[src/rtl/uart_pkg.sv]
// Constants shared by the UART receiver and the future transmitter:
// FSM state encoding, oversampling ratio and default frame shape.
package uart_pkg;

    localparam logic [1:0] IDLE  = 2'd0;
    localparam logic [1:0] START = 2'd1;
    localparam logic [1:0] DATA  = 2'd2;
    localparam logic [1:0] STOP  = 2'd3;

    localparam int unsigned OVERSAMPLE = 16;
    localparam int unsigned MID_TICK   = 7;

    localparam int unsigned DEF_DATA_BITS  = 8;
    localparam int unsigned DEF_STOP_TICKS = 16;

endpackage

[src/rtl/sync_2ff.sv]
// Two-flop synchronizer for a single asynchronous input bit.
// Both flops reset to RESET_VAL so the output is clean from reset onwards.
module sync_2ff #(
    parameter logic RESET_VAL = 1'b1
) (
    input  logic clk,
    input  logic reset,
    input  logic d,
    output logic q
);

    logic meta;

    always_ff @(posedge clk or posedge reset) begin
        if (reset) begin
            meta <= RESET_VAL;
            q    <= RESET_VAL;
        end else begin
            meta <= d;
            q    <= meta;
        end
    end

endmodule

[src/rtl/uart_rx.sv]
// 16x oversampling UART receiver: qualifies the start bit at mid-bit, samples
// each data bit at mid-bit (LSB first), checks the stop bit and strobes the result.
module uart_rx
    import uart_pkg::*;
#(
    parameter int unsigned DATA_BITS  = DEF_DATA_BITS,
    parameter int unsigned STOP_TICKS = DEF_STOP_TICKS
) (
    input  logic                 clk,
    input  logic                 reset,
    input  logic                 rx,
    input  logic                 s_tick,
    output logic [DATA_BITS-1:0] dout,
    output logic                 rx_done_tick,
    output logic                 frame_err
);

    localparam int unsigned NW = (DATA_BITS > 1) ? $clog2(DATA_BITS) : 1;

    localparam logic [3:0]    S_MID  = 4'(MID_TICK);
    localparam logic [3:0]    S_LAST = 4'(OVERSAMPLE - 1);
    localparam logic [3:0]    S_STOP = 4'(STOP_TICKS - 1);
    localparam logic [NW-1:0] N_LAST = NW'(DATA_BITS - 1);

    logic                 rx_s;
    logic [1:0]           state_q, state_d;
    logic [3:0]           s_q, s_d;
    logic [NW-1:0]        n_q, n_d;
    logic [DATA_BITS-1:0] b_q, b_d;
    logic [DATA_BITS-1:0] dout_q, dout_d;
    logic                 done_q, done_d;
    logic                 ferr_q, ferr_d;

    sync_2ff #(
        .RESET_VAL(1'b1)
    ) u_sync (
        .clk  (clk),
        .reset(reset),
        .d    (rx),
        .q    (rx_s)
    );

    always_comb begin
        state_d = state_q;
        s_d     = s_q;
        n_d     = n_q;
        b_d     = b_q;
        dout_d  = dout_q;
        done_d  = 1'b0;
        ferr_d  = 1'b0;

        case (state_q)
            IDLE: begin
                if (!rx_s) begin
                    state_d = START;
                    s_d     = '0;
                end
            end
            START: begin
                if (s_tick) begin
                    if (s_q == S_MID) begin
                        // A line that is high again at mid start bit was only a glitch
                        if (!rx_s) begin
                            state_d = DATA;
                            s_d     = '0;
                            n_d     = '0;
                        end else begin
                            state_d = IDLE;
                        end
                    end else begin
                        s_d = s_q + 4'd1;
                    end
                end
            end
            DATA: begin
                if (s_tick) begin
                    if (s_q == S_LAST) begin
                        s_d = '0;
                        b_d = DATA_BITS'({rx_s, b_q} >> 1);
                        if (n_q == N_LAST) begin
                            state_d = STOP;
                        end else begin
                            n_d = n_q + NW'(1);
                        end
                    end else begin
                        s_d = s_q + 4'd1;
                    end
                end
            end
            STOP: begin
                if (s_tick) begin
                    if (s_q == S_STOP) begin
                        state_d = IDLE;
                        s_d     = '0;
                        if (rx_s) begin
                            dout_d = b_q;
                            done_d = 1'b1;
                        end else begin
                            ferr_d = 1'b1;
                        end
                    end else begin
                        s_d = s_q + 4'd1;
                    end
                end
            end
            default: begin
                state_d = IDLE;
            end
        endcase
    end

    always_ff @(posedge clk or posedge reset) begin
        if (reset) begin
            state_q <= IDLE;
            s_q     <= '0;
            n_q     <= '0;
            b_q     <= '0;
            dout_q  <= '0;
            done_q  <= 1'b0;
            ferr_q  <= 1'b0;
        end else begin
            state_q <= state_d;
            s_q     <= s_d;
            n_q     <= n_d;
            b_q     <= b_d;
            dout_q  <= dout_d;
            done_q  <= done_d;
            ferr_q  <= ferr_d;
        end
    end

    assign dout         = dout_q;
    assign rx_done_tick = done_q;
    assign frame_err    = ferr_q;

endmodule

[config.mk]
export PLATFORM = sky130hd
export DESIGN_NAME = uart_rx
export DESIGN_NICKNAME = d
export VERILOG_FILES = /design/src/rtl/uart_pkg.sv /design/src/rtl/sync_2ff.sv /design/src/rtl/uart_rx.sv
export SDC_FILE = /design/constraint.sdc
export NUM_CORES = 1
export LEC_CHECK = 0
export BUFFER_PORTS_ARGS = -buffer_cell sky130_fd_sc_hd__buf_2
export CAP_MARGIN = 5
export CORE_UTILIZATION = 45
export DETAILED_ROUTE_END_ITERATION = 10
export HOLD_SLACK_MARGIN = 0.15
export MAX_ROUTING_LAYER = met4
export PLACE_DENSITY_LB_ADDON = 0.25
export SETUP_SLACK_MARGIN = 0.02
export SKIP_CTS_REPAIR_TIMING = 1
export SYNTH_ARGS = -nofsm -noshare
export SYNTH_HDL_FRONTEND = slang
export SYNTH_SLANG_ARGS = --single-unit
[constraint.sdc]
create_clock -name clk -period 2.4 [get_ports clk]
set_clock_uncertainty 0.2 [all_clocks]
set_input_delay 0.12 -clock clk [delete_from_list [all_inputs] [get_ports clk]]
set_output_delay 0.12 -clock clk [all_outputs]
set_load 0.03 [all_outputs]
======== After elaboration in Yosys (flattened, before gate mapping) ========
Cells that the tools add are included.
cells by class
  reductions and logical operators ........ 8
  equality and inequality tests ........... 17
  add/subtract/negate cells ............... 2
  mux-type cells .......................... 31
operators by type and width
  cell                                           number
  2-to-1 mux 4 bit                               5
  != test 2 bit, second input constant           10
  2-to-1 mux 2 bit                               9
  2-to-1 mux 3 bit                               6
  one-hot mux 4 bit (3 select lines)             1
  2-to-1 mux 1 bit                               8
  one-hot mux 2 bit (4 select lines)             1
  AND reduction 8 bit                            1
  AND reduction 7 bit                            1
  one-hot mux 3 bit (2 select lines)             1
  adder 4 x 1 -> 4 bit, second input constant    1
  == test 2 bit, second input constant           2
  == test 4 x 3 -> 1 bit, second input constant  1
  == test 4 bit, second input constant           1
  AND reduction 4 bit                            1
  adder 3 x 1 -> 3 bit, second input constant    1
  == test 3 bit, second input constant           1
  AND reduction 3 bit                            1
  == test 2 x 1 -> 1 bit, second input constant  1
  zero test 2 bit                                1
  != test 2 x 1 -> 1 bit, second input constant  1
  AND reduction 2 bit                            1
  nonzero test 2 bit                             1
  OR reduction 2 bit                             1
word-level totals
  bits in registers ....................... 29
  output and inout bits ................... 10

======== Logic depth before layout (Yosys ltp) ========
Gate-level depths: netlist of run 1.
  depth after elaboration ................. 5
  mapped depth ............................ 6

======== Cells and area by module ========
From an unflattened synthesis of run 1, not the netlist that was laid out.
second synthesis, totals
  cell total of the unflattened synthesis .. 107
  area total of the unflattened synthesis .. 1347.5 um2
modules (own cells, without submodules)
  module    seq. area each (um2)  area an instance (um2)  cells each  instances
  uart_rx   675.6                 1291.2                  104         1
  sync_2ff  52.6                  56.3                    3           1

======== Worst setup path after synthesis of run 1 ========
No wires, ideal clock.
  kind .................................... register -> register
  start ................................... register s_q[0]
  end ..................................... register dout_q[0], in the netlist dout[0]
  stages on the path, launching flop included .. 6
  setup time .............................. 0.125 ns
  data required time ...................... 2.075 ns
  slack ................................... 0.597 ns
  data arrival time ....................... 1.478 ns
  period minus slack after synthesis ...... 1.803 ns
  path buffers ............................ 0
  cells stage by stage .................... dfrtp_1 ha_1 and3_4 nand3_4 nor2_8 mux2_2
on the way
  word-level cells in the longest chain between the ends .. 2
ends and longest elaborated chain
  item                           RTL line        source
  start, declared                uart_rx.sv:27   logic [3:0] s_q, s_d;
  start signal, assigned         uart_rx.sv:115  s_q <= '0;
  start signal, assigned         uart_rx.sv:123  s_q <= s_d;
  == test 4 bit                  uart_rx.sv:92   if (s_q == S_STOP) begin
  AND reduction 4 bit (no line)  -
  end signal, assigned           uart_rx.sv:126  dout_q <= dout_d;
  end, declared                  uart_rx.sv:30   logic [DATA_BITS-1:0] dout_q, dout_d;
Every way passes these cells.
A chain may end at the register's enable or synchronous reset.

======== Worst setup path after layout of run 1 ========
Same ends and word-level chain as after synthesis.

==> run metrics, run 1 <==
status=finished clean; Post-Layout Cell Count=roughly 150; internal power=approximately 0.77 mW; Ys Warns=0; HP Class=register to register; # DRC=0; top cells by area, synth=dfrtp_1 51%, mux2_2 14%, dfstp_2 3.9%; number of diodes=0; clock power share=23.0%; Boundary Pins=14; reg2reg path depth=5; XOR/XNOR Fraction of Synth Area=0.655%; Chip Height=56.5 um; GR Util met2=roughly 23%; CP Launch Type=register; CP endpoint kind=register; Nets=129; Synth Area in Adders=2.81%; largest net degree at the start of global routing=30; Slew @ Worst Pin=638 ps; fmax=501 MHz; GR Util met3=5.07%; Worst EP required=between 2000 and 2500 ps; Syn Nets=109; Cell Chain, Critical Path=ha_1, and3_4, nand3_4, nor2_8, mux2_2; Fin. Hold Viols=0; sequential power share=57.1%; H-tree lvl count=2; Clock Path Buffers=2; Worst setup endpoint=dout[0]; max-cap viol count=0; drt pass-1 iters=3; max incr delay on CP=400 ps; DPL Wire Length=1.35 mm; ys flop type=dfrtp_1; Via-to-Cell Ratio=5.39; crit path kind=register to register; port bufs=13; reg2reg end=dout[0]; ys async rst share=100%; min cycle time layout=1990 ps; switching power=0.412 mW; mux contribution to synthesized area=14.3%; routability cong.=0.775; Buf/Inv on CP=0; syn_area_per_cell=13.1 um^2; routed len/inst=13.1 um; post-synthesis simple-gate area fraction=about an eighth; placed cell area=1410 um^2; Syn Inst Count=102; Synth cell types=30; Core ar.=2780 um^2; cell taking the most area after synthesis=dfrtp_1; most frequent cells in the layout=27 x dfrtp_1, 17 x mux2_2, 13 x buf_2, 7 x nand2_1, 6 x nor2_1; placed cell count=143; crit-path leading delay family=simple AND/OR/NAND/NOR gates; total gr overflow=0; via count=830; final wirelength=about 2 mm; Critical-path top delay cell=dfrtp_1; switch share=35.0%; IR drop worst, VDD=0.623 mV; total power=1.18 mW; die area=around 3200 um^2; worst r2r src=s_q[0]; Rel. slew slack=57.5%; initial core utilization=48.1%; gr busiest metal=met2; setup violators final=0; flop and latch count out of synthesis=29; commonest non-fill, non-tap cell in the layout=dfrtp_1; site row count=19; synth-to-layout area growth=11.4%; logic gate share of total power=about 20%; share of post-route cells with drive strength above 1=37.4%; CP Depth=5; RSZ-0062 raised after global routing=no; Total GRT Usage=15.6%; vias in the first global route=793; combinational family with the most area after synthesis=multiplexers; Crit. Startpoint=s_q[0]; R2R Setup Slk=between 400 and 500 ps; Design Area, Final=1490 um^2; antenna viol nets, final=0; Pleak=0.772 nW; initial antenna violation count=0; die span in x=56.5 um; CTS buffer count=5; TritonCTS clock tree=done; WP data arrival=2000 ps; Power per Cell Area=a little under 800 nW/um^2; Mapped Area=1340 um^2; crit share post-route=83.1%; Final Core Density=between 50% and 60%; sequential fraction of the synthesis area=between 50% and 60%; clock root buffer=clkbuf_4; clk_lat worst skew=320 ps; Sink Count=29; post-synthesis compound-gate area fraction=between 10 and 15%; total negative slack=0 ps; Post-synth EDFFs=0; routing usage on met1=18.4%; Worst Path Max Fanout=9; global-route wire length before repair=3.55 mm; Slew Limit Fails=0; Clock transition at path regs=90 ps; DRT iter0 DRCs=19; Synth top area share=50.5%
## power by group through the flow
stage	registers, mW	logic [mW]	clock network [mW]
final	0.673	0.234	0.271
after global routing	0.688	0.265	0.313
after CTS	0.671	0.232	0.284
after detailed placement	0.679	0.231	0
after global placement	0.677	0.223	0
after floorplan	0.595	0.308	0
## per-stage QoR
stage | setup WS, ps | hold WS, ps
after floorplan | 597 | -75.5
after detailed placement | 424 | 9.09
after global routing | 310 | 165
after CTS | 413 | -351
final | 406 | 159
after global placement | 494 | 4.52
## kinds of logic (layout without fill, tap and decap cells)
logic type | count (synthesis) | count (layout)
compound gates | 22 | 22
buf+inv | 7 | 28
simple gates | 23 | 23
mux | 17 | 17
fa+ha+maj | 3 | 3
flops | 29 | 29
xor+xnor | 1 | 1
## layer usage
layer | wire [um] | vias up
met5 | 0 | -
met4 | 59 | 0
met3 | 71 | 8
met2 | 900 | 15
met1 | 982 | 398
li1 | - | 409
## worst register-to-register path, stage by stage, from the launching register on
cell and delay [ps]:
dfrtp_1 400, ha_1 290, and3_4 250, nand3_4 140, nor2_8 240, mux2_2 360
## how the worst min path moves through the flow
stage / endpoint / cells after the start / from / slack, ps
after floorplan: u_sync.meta / 0 / rx / -80
after global placement: b_q[4] / 3 / reset / 5
after detailed placement: dout[5] / 3 / reset / 9
after CTS: dout[7] / 3 / reset / -350
after global routing: u_sync.q / 0 / u_sync.meta / 170
final: u_sync.q / 0 / u_sync.meta / 160
## synth_stat cells (2+ instances only)
| cell | n |
|---|---|
| nand2_1 | 7 |
| a22o_1 | 3 |
| inv_1 | 3 |
| dfstp_2 | 2 |
| ha_1 | 3 |
| a31oi_1 | 3 |
| nor2_1 | 6 |
| nand3_1 | 2 |
| o21ai_0 | 5 |
| nor2_8 | 2 |
| a21oi_1 | 4 |
| mux2_2 | 17 |
| clkbuf_8 | 2 |
| dfrtp_1 | 27 |
## flip-flops by register name (all words and copies together) (netlist names), named ones only
signal,count
b_q,8
dout,8
frame_err,1
n_q,3
rx_done_tick,1
s_q,4
state_q,1
u_sync.meta,1
u_sync.q,1
## layout make-up
| type | instances | area, um^2 |
|---|---|---|
| fill | 231 | 1290 |
| sequential | 29 | 728 |
| multi-input combinational | 66 | 558 |
| timing repair buffer | 17 | 103 |
| clock buffer | 6 | 41.3 |
| tap | 31 | 38.8 |
| inverter | 3 | 11.3 |
| clock inverter | 2 | 10.0 |
(Power assumes the default switching activity.)
==> inputs of run 2 (changes only) <==
==> constraint.sdc (replaced) <==
create_clock -name clk -period 1.7 [get_ports clk]
set_clock_uncertainty 0.2 [all_clocks]
set_input_delay 0.085 -clock clk [delete_from_list [all_inputs] [get_ports clk]]
set_output_delay 0.085 -clock clk [all_outputs]
set_load 0.03 [all_outputs]
==> run 2 against run 1 <==
The flow now finishes with violations (negative setup slack). Critical path depth is the same. Maximum frequency grew 11%. Power grew 74%. Cell count grew 12%. Non-clock buffer count grew 18.
==> run metrics, run 2 (synthesis results as in run 1) <==
status=finished with violations; failing checks=negative setup slack; Pleak=0.876 nW (+13%); crit share post-route=105% (+22 points); Total GRT Usage=18.0% (+2.4 points); final wirelength=2.72 mm (+35%); TritonCTS clock tree=done; RSZ-0062 raised after global routing=yes; min cycle time layout=1790 ps (-205 ps); largest net degree at the start of global routing=30 (unchanged); initial antenna violation count=0 (unchanged); reg2reg path depth=5 (unchanged); clk_lat worst skew=320 ps (about the same); synth-to-layout area growth=30.4%; port bufs=13 (unchanged); CP Launch Type=register; setup violators final=16 (+16); final worst setup slack=-89.6 ps (-495 ps); total power=2.05 mW (+74%); # DRC=0 (unchanged); clock root buffer=clkbuf_4; drt pass-1 iters=4 (+1); initial core utilization=48.1% (unchanged); Power per Cell Area=1180 nW/um^2 (+49%); Clock Path Buffers=2 (unchanged); commonest non-fill, non-tap cell in the layout=dfrtp_1; Design Area, Final=1740 um^2 (+17%); Worst Path Max Fanout=9 (unchanged); crit path kind=register to register; reg2reg end=dout[7]; Worst EP required=1710 ps (-700 ps); number of diodes=0 (unchanged); Via-to-Cell Ratio=5.52 (+2.4%); total gr overflow=0 (unchanged); Slew Limit Fails=0 (unchanged); routability cong.=0.789 (+1.9%); total negative slack=-1200 ps (-1200 ps); CTS buffer count=5 (unchanged); Sink Count=29 (unchanged); Final Core Density=62.7% (+9.1 points); WHS Endpoint=s_q[2]; max incr delay on CP=430 ps (+30 ps); worst hold start=s_tick; Critical-path top delay cell=dfrtp_1; R2R Setup Slk=-90 ps (-500 ps); placed cell area=1540 um^2 (+9.2%); fmax=559 MHz (+11%); DPL Wire Length=1.69 mm (+26%); hold depth=5 (+5); IR drop worst, VDD=0.811 mV (+30%); via count=949 (+14%); Boundary Pins=14 (unchanged); worst r2r src=s_q[0]; HP Class=input pin to register; Core ar.=2780 um^2 (unchanged); Clock transition at path regs=90 ps (about the same); max-cap viol count=0 (unchanged); Slew @ Worst Pin=359 ps (-279 ps); vias in the first global route=939 (+18%); site row count=19 (unchanged); die span in x=56.5 um (unchanged); most frequent cells in the layout=26 x dfrtp_1, 16 x buf_4, 13 x buf_2, 9 x mux2_4, 8 x mux2_2; die area=3190 um^2 (unchanged); Fin. Hold Viols=0 (unchanged); share of post-route cells with drive strength above 1=49.6% (+12 points); DRT iter0 DRCs=30 (+11); CP endpoint kind=register; antenna viol nets, final=0 (unchanged); Rel. slew slack=76.1% (+19 points); WP data arrival=1800 ps (-200 ps); Nets=147 (+14%); Cell Chain, Critical Path=ha_4, and3_4, nand3_4, nor2_8, mux2_2; Chip Height=56.5 um (unchanged); routed len/inst=15.8 um (+21%); global-route wire length before repair=4.24 mm (+19%); H-tree lvl count=2 (unchanged)
==> run 2: changes by cell type in the layout (fill, tap and decap cells not counted), moves of 2 or more <==
cell      delta
buf_12       +2
buf_4       +15
clkinv_2     -2
ha_1         -3
ha_4         +2
mux2_2       -9
mux2_4       +9
==> run 2: worst max-delay path: cells and delay by family, from the launching register on <==
| family | cells | cell delay [ps] |
|---|---|---|
| flip-flops | 1 | 430 |
| AND/OR/NAND/NOR | 3 | 530 |
| multiplexers | 1 | 360 |
| adder cells (fa/ha/maj) | 1 | 170 |
==> run 2: worst max-delay path by stage <==
stage               startpoint  slack [ps]       to  depth (start not counted)
floorplan               s_q[0]        -0.5  dout[0]                          5
global placement        s_q[0]         -50  dout[7]                          5
detailed placement      s_q[0]        -110  dout[6]                          5
CTS                     s_q[0]        -110  dout[7]                          5
global route            s_q[0]        -150  dout[7]                          5
finish                  s_q[0]         -90  dout[7]                          5
==> run 2: layout make-up <==
| type | instances | area [um^2] |
|---|---|---|
| fillers | 204 | 1040 |
| flip-flops and latches | 29 | 729 |
| multi-input cells | 66 | 641 |
| repair buffers | 35 | 265 |
| clock buffers | 8 | 58.8 |
| well taps | 31 | 38.8 |
| inverters | 3 | 11.3 |
==> run 2: layer usage <==
metal  track usage (%)  vias to the layer above  part of all wire, %
li1                  -                      445                    -
met1              20.9                      479                   44
met2              28.9                       18                   50
met3              5.76                        7                  3.9
met4              7.32                        0                  1.8
met5                 -                        -                    0
==> run 2: per-stage QoR <==
stage | setup slack (ps) | hold WS [ps] | cells
2_1_floorplan | -0.463 | -111 | 102
3_3_place_gp | -52.6 | -33.2 | 155
3_5_place_dp | -107 | -24.2 | 155
4_1_cts | -113 | -382 | 163
5_1_grt | -145 | 166 | 172
6_report | -89.6 | 154 | 172
==> run 2: where the power goes <==
| part | switching, mW | total (mW) | internal [mW] |
|---|---|---|---|
| Combinational | 0.361 | 0.756 | 0.395 |
| Sequential | 0.107 | 0.872 | 0.764 |
| Clock | 0.221 | 0.425 | 0.204 |
